`config.mk`:
```
export PLATFORM = sky130hd
export DESIGN_NAME = rf_wb_buffer
export DESIGN_NICKNAME = d
export VERILOG_FILES = /design/src/rtl/rf_wb_buffer_pkg.sv /design/src/rtl/rf_wb_lookup.sv /design/src/rtl/rf_wb_buffer.sv
export SDC_FILE = /design/constraint.sdc
export NUM_CORES = 1
export LEC_CHECK = 0
export BUFFER_PORTS_ARGS = -buffer_cell sky130_fd_sc_hd__buf_2
export CAP_MARGIN = 20
export CORE_MARGIN = 8
export CORE_UTILIZATION = 36
export DETAILED_ROUTE_END_ITERATION = 10
export PLACE_DENSITY = 0.6
export SLEW_MARGIN = 20
export SYNTH_ARGS = -nofsm -noshare
export SYNTH_HDL_FRONTEND = slang
export SYNTH_SLANG_ARGS = --single-unit
```
`constraint.sdc`:
```
create_clock -name clk -period 3.25 [get_ports clk]
set_input_delay 0.65 -clock clk [delete_from_list [all_inputs] [get_ports clk]]
set_output_delay 0.65 -clock clk [all_outputs]
set_load 0.01 [all_outputs]
```
`src/rtl/rf_wb_buffer_pkg.sv`:
```
// Shared definitions for the register-file write-back buffer.
// The register file has 8 entries and a 16-bit default data width.
package rf_wb_buffer_pkg;

    localparam int REG_SEL_W = 3;
    localparam int NUM_REGS  = 8;
    localparam int WIDTH_DEF = 16;

    typedef logic [REG_SEL_W-1:0] regsel_t;

    // One queued register-file write at the default width.
    typedef struct packed {
        regsel_t              regsel;
        logic [WIDTH_DEF-1:0] data;
    } wb_entry_t;

endpackage

```
`src/rtl/rf_wb_lookup.sv`:
```
// Newest-match search over the write-back queue for one forwarding port.
// Entries are scanned oldest to newest from head, so the last match wins.
module rf_wb_lookup
    import rf_wb_buffer_pkg::*;
#(
    parameter int WIDTH = WIDTH_DEF,
    parameter int DEPTH = 4,
    localparam int PTR_W = $clog2(DEPTH)
) (
    input  logic [PTR_W-1:0]           head_i,
    input  logic [DEPTH-1:0]           valid_i,
    input  logic [DEPTH*REG_SEL_W-1:0] regsel_i,
    input  logic [DEPTH*WIDTH-1:0]     data_i,
    input  logic [REG_SEL_W-1:0]       sel_i,
    output logic                       hit_o,
    output logic [WIDTH-1:0]           data_o
);

    logic [DEPTH-1:0] match;

    generate
        for (genvar gi = 0; gi < DEPTH; gi++) begin : g_match
            assign match[gi] = valid_i[gi] &&
                               (regsel_i[gi*REG_SEL_W +: REG_SEL_W] == sel_i);
        end
    endgenerate

    always_comb begin
        logic [PTR_W-1:0] idx;
        hit_o  = 1'b0;
        data_o = '0;
        idx    = '0;
        for (int k = 0; k < DEPTH; k++) begin
            idx = head_i + PTR_W'(k);
            if (match[idx]) begin
                hit_o  = 1'b1;
                data_o = data_i[idx*WIDTH +: WIDTH];
            end
        end
    end

endmodule

```
`src/rtl/rf_wb_buffer.sv`:
```
// In-order write-back queue in front of the register file write port,
// with two forwarding lookups that expose pending values to readers.
module rf_wb_buffer
    import rf_wb_buffer_pkg::*;
#(
    parameter int WIDTH = WIDTH_DEF,
    parameter int DEPTH = 4,
    localparam int PTR_W = $clog2(DEPTH),
    localparam int CNT_W = PTR_W + 1
) (
    input  logic                 clk,
    input  logic                 rst,
    input  logic                 in_valid,
    output logic                 in_ready,
    input  logic [REG_SEL_W-1:0] in_regsel,
    input  logic [WIDTH-1:0]     in_data,
    input  logic                 drain_en,
    output logic                 wr_en,
    output logic [REG_SEL_W-1:0] wr_regsel,
    output logic [WIDTH-1:0]     wr_data,
    input  logic [REG_SEL_W-1:0] fwd1_sel,
    output logic                 fwd1_hit,
    output logic [WIDTH-1:0]     fwd1_data,
    input  logic [REG_SEL_W-1:0] fwd2_sel,
    output logic                 fwd2_hit,
    output logic [WIDTH-1:0]     fwd2_data,
    output logic [CNT_W-1:0]     count,
    output logic                 err
);

    logic [PTR_W-1:0] head_q, head_d;
    logic [PTR_W-1:0] tail_q, tail_d;
    logic [CNT_W-1:0] count_q, count_d;
    logic [DEPTH-1:0] valid_q, valid_d;
    logic             err_q, err_d;

    logic [REG_SEL_W-1:0] entry_regsel_q [DEPTH];
    logic [WIDTH-1:0]     entry_data_q   [DEPTH];

    logic [DEPTH*REG_SEL_W-1:0] regsel_flat;
    logic [DEPTH*WIDTH-1:0]     data_flat;

    logic not_empty;
    logic push;
    logic drain;

    assign not_empty = (count_q != '0);
    assign in_ready  = (count_q != CNT_W'(DEPTH));
    assign push      = in_valid && in_ready;
    assign drain     = not_empty && drain_en;

    assign wr_en     = drain;
    assign wr_regsel = not_empty ? entry_regsel_q[head_q] : '0;
    assign wr_data   = not_empty ? entry_data_q[head_q]   : '0;
    assign count     = count_q;
    assign err       = err_q;

    always_comb begin
        head_d  = head_q;
        tail_d  = tail_q;
        count_d = count_q + CNT_W'(push) - CNT_W'(drain);
        valid_d = valid_q;
        err_d   = in_valid && !in_ready;
        // Clear before set: head and tail only coincide when empty or full,
        // and in those states at most one of push/drain can fire.
        if (drain) begin
            valid_d[head_q] = 1'b0;
            head_d          = head_q + 1'b1;
        end
        if (push) begin
            valid_d[tail_q] = 1'b1;
            tail_d          = tail_q + 1'b1;
        end
    end

    always_ff @(posedge clk or negedge rst) begin
        if (!rst) begin
            head_q  <= '0;
            tail_q  <= '0;
            count_q <= '0;
            valid_q <= '0;
            err_q   <= 1'b0;
        end else begin
            head_q  <= head_d;
            tail_q  <= tail_d;
            count_q <= count_d;
            valid_q <= valid_d;
            err_q   <= err_d;
        end
    end

    // Payload needs no reset; the valid bits and count gate every use of it.
    always_ff @(posedge clk) begin
        if (push) begin
            entry_regsel_q[tail_q] <= in_regsel;
            entry_data_q[tail_q]   <= in_data;
        end
    end

    generate
        for (genvar gi = 0; gi < DEPTH; gi++) begin : g_flat
            assign regsel_flat[gi*REG_SEL_W +: REG_SEL_W] = entry_regsel_q[gi];
            assign data_flat[gi*WIDTH +: WIDTH]           = entry_data_q[gi];
        end
    endgenerate

    rf_wb_lookup #(
        .WIDTH (WIDTH),
        .DEPTH (DEPTH)
    ) u_lookup1 (
        .head_i   (head_q),
        .valid_i  (valid_q),
        .regsel_i (regsel_flat),
        .data_i   (data_flat),
        .sel_i    (fwd1_sel),
        .hit_o    (fwd1_hit),
        .data_o   (fwd1_data)
    );

    rf_wb_lookup #(
        .WIDTH (WIDTH),
        .DEPTH (DEPTH)
    ) u_lookup2 (
        .head_i   (head_q),
        .valid_i  (valid_q),
        .regsel_i (regsel_flat),
        .data_i   (data_flat),
        .sel_i    (fwd2_sel),
        .hit_o    (fwd2_hit),
        .data_o   (fwd2_data)
    );

endmodule
```
# After elaboration in Yosys (flattened, before gate mapping)
# Memory sizes are Yosys's and may differ from the RTL's.
# Index checks and enable logic that the tools add are counted.
word_totals:
  mem_count: 2
  wordCells: 93
  register_bits: 12
  ram_bits: 76
memory_table:
  columns: ["name", "words", "word_bits", "rd", "rd_ports_with_merged_regs", "write_ports", "line_no", "rtl"]
  rows:
  - ["entry_data_q", 4, 16, 5, 0, 1, "rf_wb_buffer.sv:38", "logic [WIDTH-1:0] entry_data_q [DEPTH];"]
  - ["entry_regsel_q", 4, 3, 5, 0, 1, "rf_wb_buffer.sv:37", "logic [REG_SEL_W-1:0] entry_regsel_q [DEPTH];"]
op_classes:
  n_bitwise: 3
  shift: 4
  n_lt_le_gt_ge: 7
  reduce_logical: 15
  n_mux: 42
  n_addsub: 6
  n_eq_ne: 9
op_table:
  columns: ["operator", "n"]
  rows:
  - ["$shiftx 64x7->16", 4]
  - ["$mux 16", 9]
  - ["$eq 3x3->1", 8]
  - ["$mux 1", 20]
  - ["$bmux 1 s2", 8]
  - ["$lt 2x3->1 const B", 5]
  - ["$logic_and 1x1->1", 13]
  - ["$mux 4", 2]
  - ["$add 2x1->2 const B", 2]
  - ["$add 2x2->2 const B", 2]
  - ["$and 4x4->4", 1]
  - ["$demux 1 s2", 2]
  - ["$ge 2x1->1 const B", 2]
  - ["$not 4->4", 1]
  - ["$or 4x4->4", 1]
  - ["$add 3x1->3", 1]
  - ["$mux 3", 1]
  - ["$ne 3x3->1 const B", 1]
  - ["$reduce_bool 3->1", 1]
  - ["$sub 3x1->3", 1]
  - ["$logic_not 1->1", 1]

# Logic depth before layout (Yosys ltp)
logic_depth:
  ltp_word: 9
  mapped_depth: 10
  depth_no_buf: 10

# Cells and area by module
# A second synthesis with hierarchy kept.
hier_totals:
  hier_cells: 716
  area_unflattened_um2: 7452.1
modules_own_cells:
  columns: ["module", "cells_each", "area_per_inst_um2", "seq_area_each_um2", "n_inst"]
  rows:
  - ["rf_wb_lookup", 269, 1966.9, 0.0, 2]
  - ["rf_wb_buffer", 178, 3518.4, 2582.5, 1]

# Least setup slack after synthesis
# OpenSTA, ideal clock, no wires.
synth_path:
  kind: "reg-to-output"
  startpoint: "register head_q[0]"
  endpoint: "output port fwd2_data[10]"
  required_ns: 2.600
  n_path_buf: 2
  path_stages_with_launch: 8
  t_arrival_ns: 2.293
  path_slack_ns: 0.307
  path_cell_list: "dfrtp_1 inv_2 ha_1 buf_2 buf_2 mux4_2 a221oi_1 nor2_2"
synth_via:
  elab_chain_len: 6
  word_cells_on_any_way: 19
  classes_between: "add/sub: 3; shift: 4; mux: 12"
synth_lines:
  columns: ["item", "line_no", "rtl"]
  rows:
  - ["from (decl)", "rf_wb_buffer.sv:31", "logic [PTR_W-1:0] head_q, head_d;"]
  - ["from (signal assigned)", "rf_wb_buffer.sv:78", "head_q <= '0;"]
  - ["from (signal assigned)", "rf_wb_buffer.sv:84", "head_q <= head_d;"]
  - ["branches (longest 5 deep; another with $add 2x1->2)", null, null]
  - ["$mux 16 (*)", "rf_wb_lookup.sv:35", "if (match[idx]) begin"]
  - ["to (decl)", "rf_wb_buffer.sv:26", "output logic [WIDTH-1:0] fwd2_data,"]
# Mark *: on every way between the ends. The select of a mux whose other input is x is not followed.

==> flow_summary.json <==
{
  "drt_first_pass_iters": 4,
  "numCtsBuffers": 9,
  "clk_latency_ns": 0.34,
  "power_frac_clock_pct": 10.9,
  "ys_seq_area_share_pct": 41.55,
  "synth_area_leader_cell": "edfxtp_1",
  "antenna_left": 0,
  "tightest_slew_ns": 0.5658,
  "timing.final.ws_setup_ns": -0.005337,
  "grt-ovfl-total": 0,
  "dieHeight_um": 147.4,
  "final_area_um2": 7851,
  "hp-class": "in2async",
  "setup_tns_ns": -0.009765,
  "worstPathMaxFanout": 15,
  "track_usage_pct": 16.10,
  "port_buffers": 87,
  "clkTransAtPathRegs_ns": 0.06,
  "root_buffer": "clkbuf_16",
  "syn_avg_cell_area_um2": 14.73,
  "synth_top_area_share_pct": 36.72,
  "switching_power_mw": 3.612,
  "async_flop_share_pct": 13.64,
  "routed-wl-met2_um": 9359,
  "syn_area_um2": 6215,
  "fillers": 1508,
  "clockBufferDepth": 2,
  "violations": "setup timing",
  "period_share_pct": 100.2,
  "synth-edff-count": 76,
  "seqPwrFrac_pct": 20.3,
  "cts_tree": "built",
  "netSwitchingFraction_pct": 42.11,
  "ios": 88,
  "rsz0062_at_grt": "true",
  "fmax_mhz": 307.2,
  "ys_top_cells_by_count": "edfxtp_1, mux4_2, xnor2_1, nor2b_1, mux2i_1",
  "slew_headroom_pct": 62.28,
  "synth.most_common_cell": "edfxtp_1",
  "gp_congestion": 0.8538,
  "drt-vias-per-instance": 5.866,
  "dr_wl_met3_um": 908,
  "h-tree-depth": 3,
  "worstSetupPathType": "reg2out",
  "wl_per_cell_um": 22.90,
  "met1Wirelength_um": 6896,
  "drt_iter0_markers": 318,
  "dieWidth_um": 147.4,
  "end_kind": "output pin",
  "drc": 0,
  "p_per_area_nw_per_um2": 1093,
  "critPathLaunchType": "register",
  "synth_nets": 462,
  "p_leak_nw": 2.990,
  "layout-drive-gt1-share_pct": 55.47,
  "setup-violations-final": 2,
  "whs_ns": 0.1891,
  "clkSinkCount": 88,
  "r2r-start": "count[1]",
  "grt_pass1_wl_um": 27090,
  "syn_inst": 422,
  "yosys_warnings": 0,
  "p_int_mw": 4.966,
  "vdd_drop_max_v": 0.0004166,
  "antenna_found_initial": 3,
  "outcome": "finished with violations",
  "crit_required_ns": 2.60,
  "start_util_pct": 36.31,
  "coreArea_um2": 17120,
  "fin_skew_ns": 0.005007,
  "synth_cell_types": 44,
  "r2r_end": "count[2]",
  "grt_pass1_vias": 4772,
  "hold_buffers": 0,
  "fin_cells": 774,
  "r2r_cells": 10,
  "nNetsFinal": 583,
  "finalCriticalPeriod_ns": 3.255,
  "area_delta_synth_final_pct": 26.33,
  "drv_cap": 0,
  "synth_seq_cells": 88,
  "r2r_slack_ns": 1.06,
  "postPlaceCellArea_um2": 7119,
  "design.die.area_um2": 21720,
  "num_vias": 4540,
  "finalHoldViolCount": 0,
  "synth_top_flop_cell": "edfxtp_1",
  "routed.top_layer": "met5",
  "wirelength_um": 17730,
  "dp_hpwl_um": 11970,
  "rows": 48,
  "combPwrFrac_pct": 68.8,
  "grt_max_degree": 40,
  "synth.top_cells.by_area": "edfxtp_1, mux4_2, dfrtp_1",
  "maxSlewViolCount": 0,
  "place_inst": 740,
  "arrival_ns": 2.61
}
[kinds of logic (layout without fill, tap and decap cells)]
| kind of cell | after synthesis | count (layout) | share of synthesized area, % |
|---|---|---|---|
| AND/OR/NAND/NOR | 76 | 76 | 7.429 |
| other | 0 | 1 | 0 |
| XOR/XNOR | 28 | 28 | 3.946 |
| buffers and inverters | 48 | 174 | 4.631 |
| flip-flops | 88 | 88 | 41.55 |
| AO/OA/AOI/OAI | 78 | 78 | 10.01 |
| multiplexers | 93 | 93 | 30.10 |
| adder cells (fa/ha/maj) | 11 | 11 | 2.335 |
[metrics by stage]
stage	setup WS, ns	power (mW)	util (%)
floorplan	0.3072	5.310	-
global placement	-0.2131	6.866	41.59
detailed placement	-0.4622	6.950	41.59
CTS	-0.001789	8.340	44.59
global route	-0.1279	9.052	45.87
finish	-0.005337	8.578	45.87
[cell usage in the layout (no fill, tap or decap), types with 8 or more instances in the layout]
cell type,synthesis,layout
nand4_1,8,8
nand2_1,9,9
clkbuf_16,0,10
nor2b_1,22,20
o21ai_2,9,10
edfxtp_1,76,76
dfrtp_1,12,11
xnor2_1,27,20
a22oi_1,15,12
o22ai_2,10,12
nor2_2,10,10
ha_1,10,9
buf_12,1,8
buf_4,2,45
inv_1,10,9
mux4_2,75,75
buf_2,16,84
a221oi_1,15,13
mux2i_1,17,15
[flip-flops by register name, indices dropped and copies added (netlist names)]
name and flops:
entry_data_q 64, head_q 2, err 1, count 3
tail_q 2, entry_regsel_q 12, valid_q 4
[final cells by class]
cell class / count / area, um^2 / area share (%)
clock buffer: 9 / 225.2 / 2.869
sequential: 88 / 2586 / 32.94
timing repair buffer: 147 / 1104 / 14.06
antenna: 1 / 2.502 / 0.03187
tap: 225 / 281.5 / 3.586
inverter: 11 / 41.29 / 0.5259
clock inverter: 7 / 47.55 / 0.6056
multi-input combinational: 286 / 3563 / 45.39
[worst max path at each step]
stage                               startpoint            end  slack (ns)  cells past startpoint
after floorplan                      head_q[0]  fwd2_data[10]        0.31                      7
after global placement             fwd1_sel[0]   fwd1_data[1]       -0.21                      8
after detailed placement           fwd1_sel[0]   fwd1_data[5]       -0.46                      8
after CTS                          fwd1_sel[0]  fwd1_data[15]      -0.002                     11
after global routing      entry_regsel_q[0][0]   fwd2_data[3]       -0.13                      9
final                     entry_regsel_q[3][1]  fwd2_data[12]      -0.005                      8
[worst max-delay path, stage by stage, from the launching register on]
cell and delay, ns:
edfxtp_1 0.45, buf_4 0.18, xnor2_2 0.13, and4_1 0.21, mux4_2 0.54, buf_12 0.19
a221oi_1 0.32, nor2_2 0.10, buf_2 0.15
[power by group through the flow]
stage	combinational (mW)	clock [mW]	sequential [mW]
floorplan	3.61	0	1.70
global placement	5.13	0	1.74
detailed placement	5.19	0	1.76
CTS	5.66	0.948	1.74
global route	6.28	0.994	1.77
finish	5.90	0.933	1.74
[metal layers]
| layer | global-route usage [%] | vias to the layer above |
|---|---|---|
| li1 | - | 1993 |
| met1 | 18.77 | 2340 |
| met2 | 28.53 | 164 |
| met3 | 2.599 | 39 |
| met4 | 7.445 | 4 |
| met5 | 0 | - |
[timing repair]
item                       4_1_cts  5_1_grt
setup endpoints to repair       32       32
setup buffers                   14        2
cloned                           2        1
gates resized for setup         12       36
pin swaps                        7       24
Power figures use the tool's default switching activity.
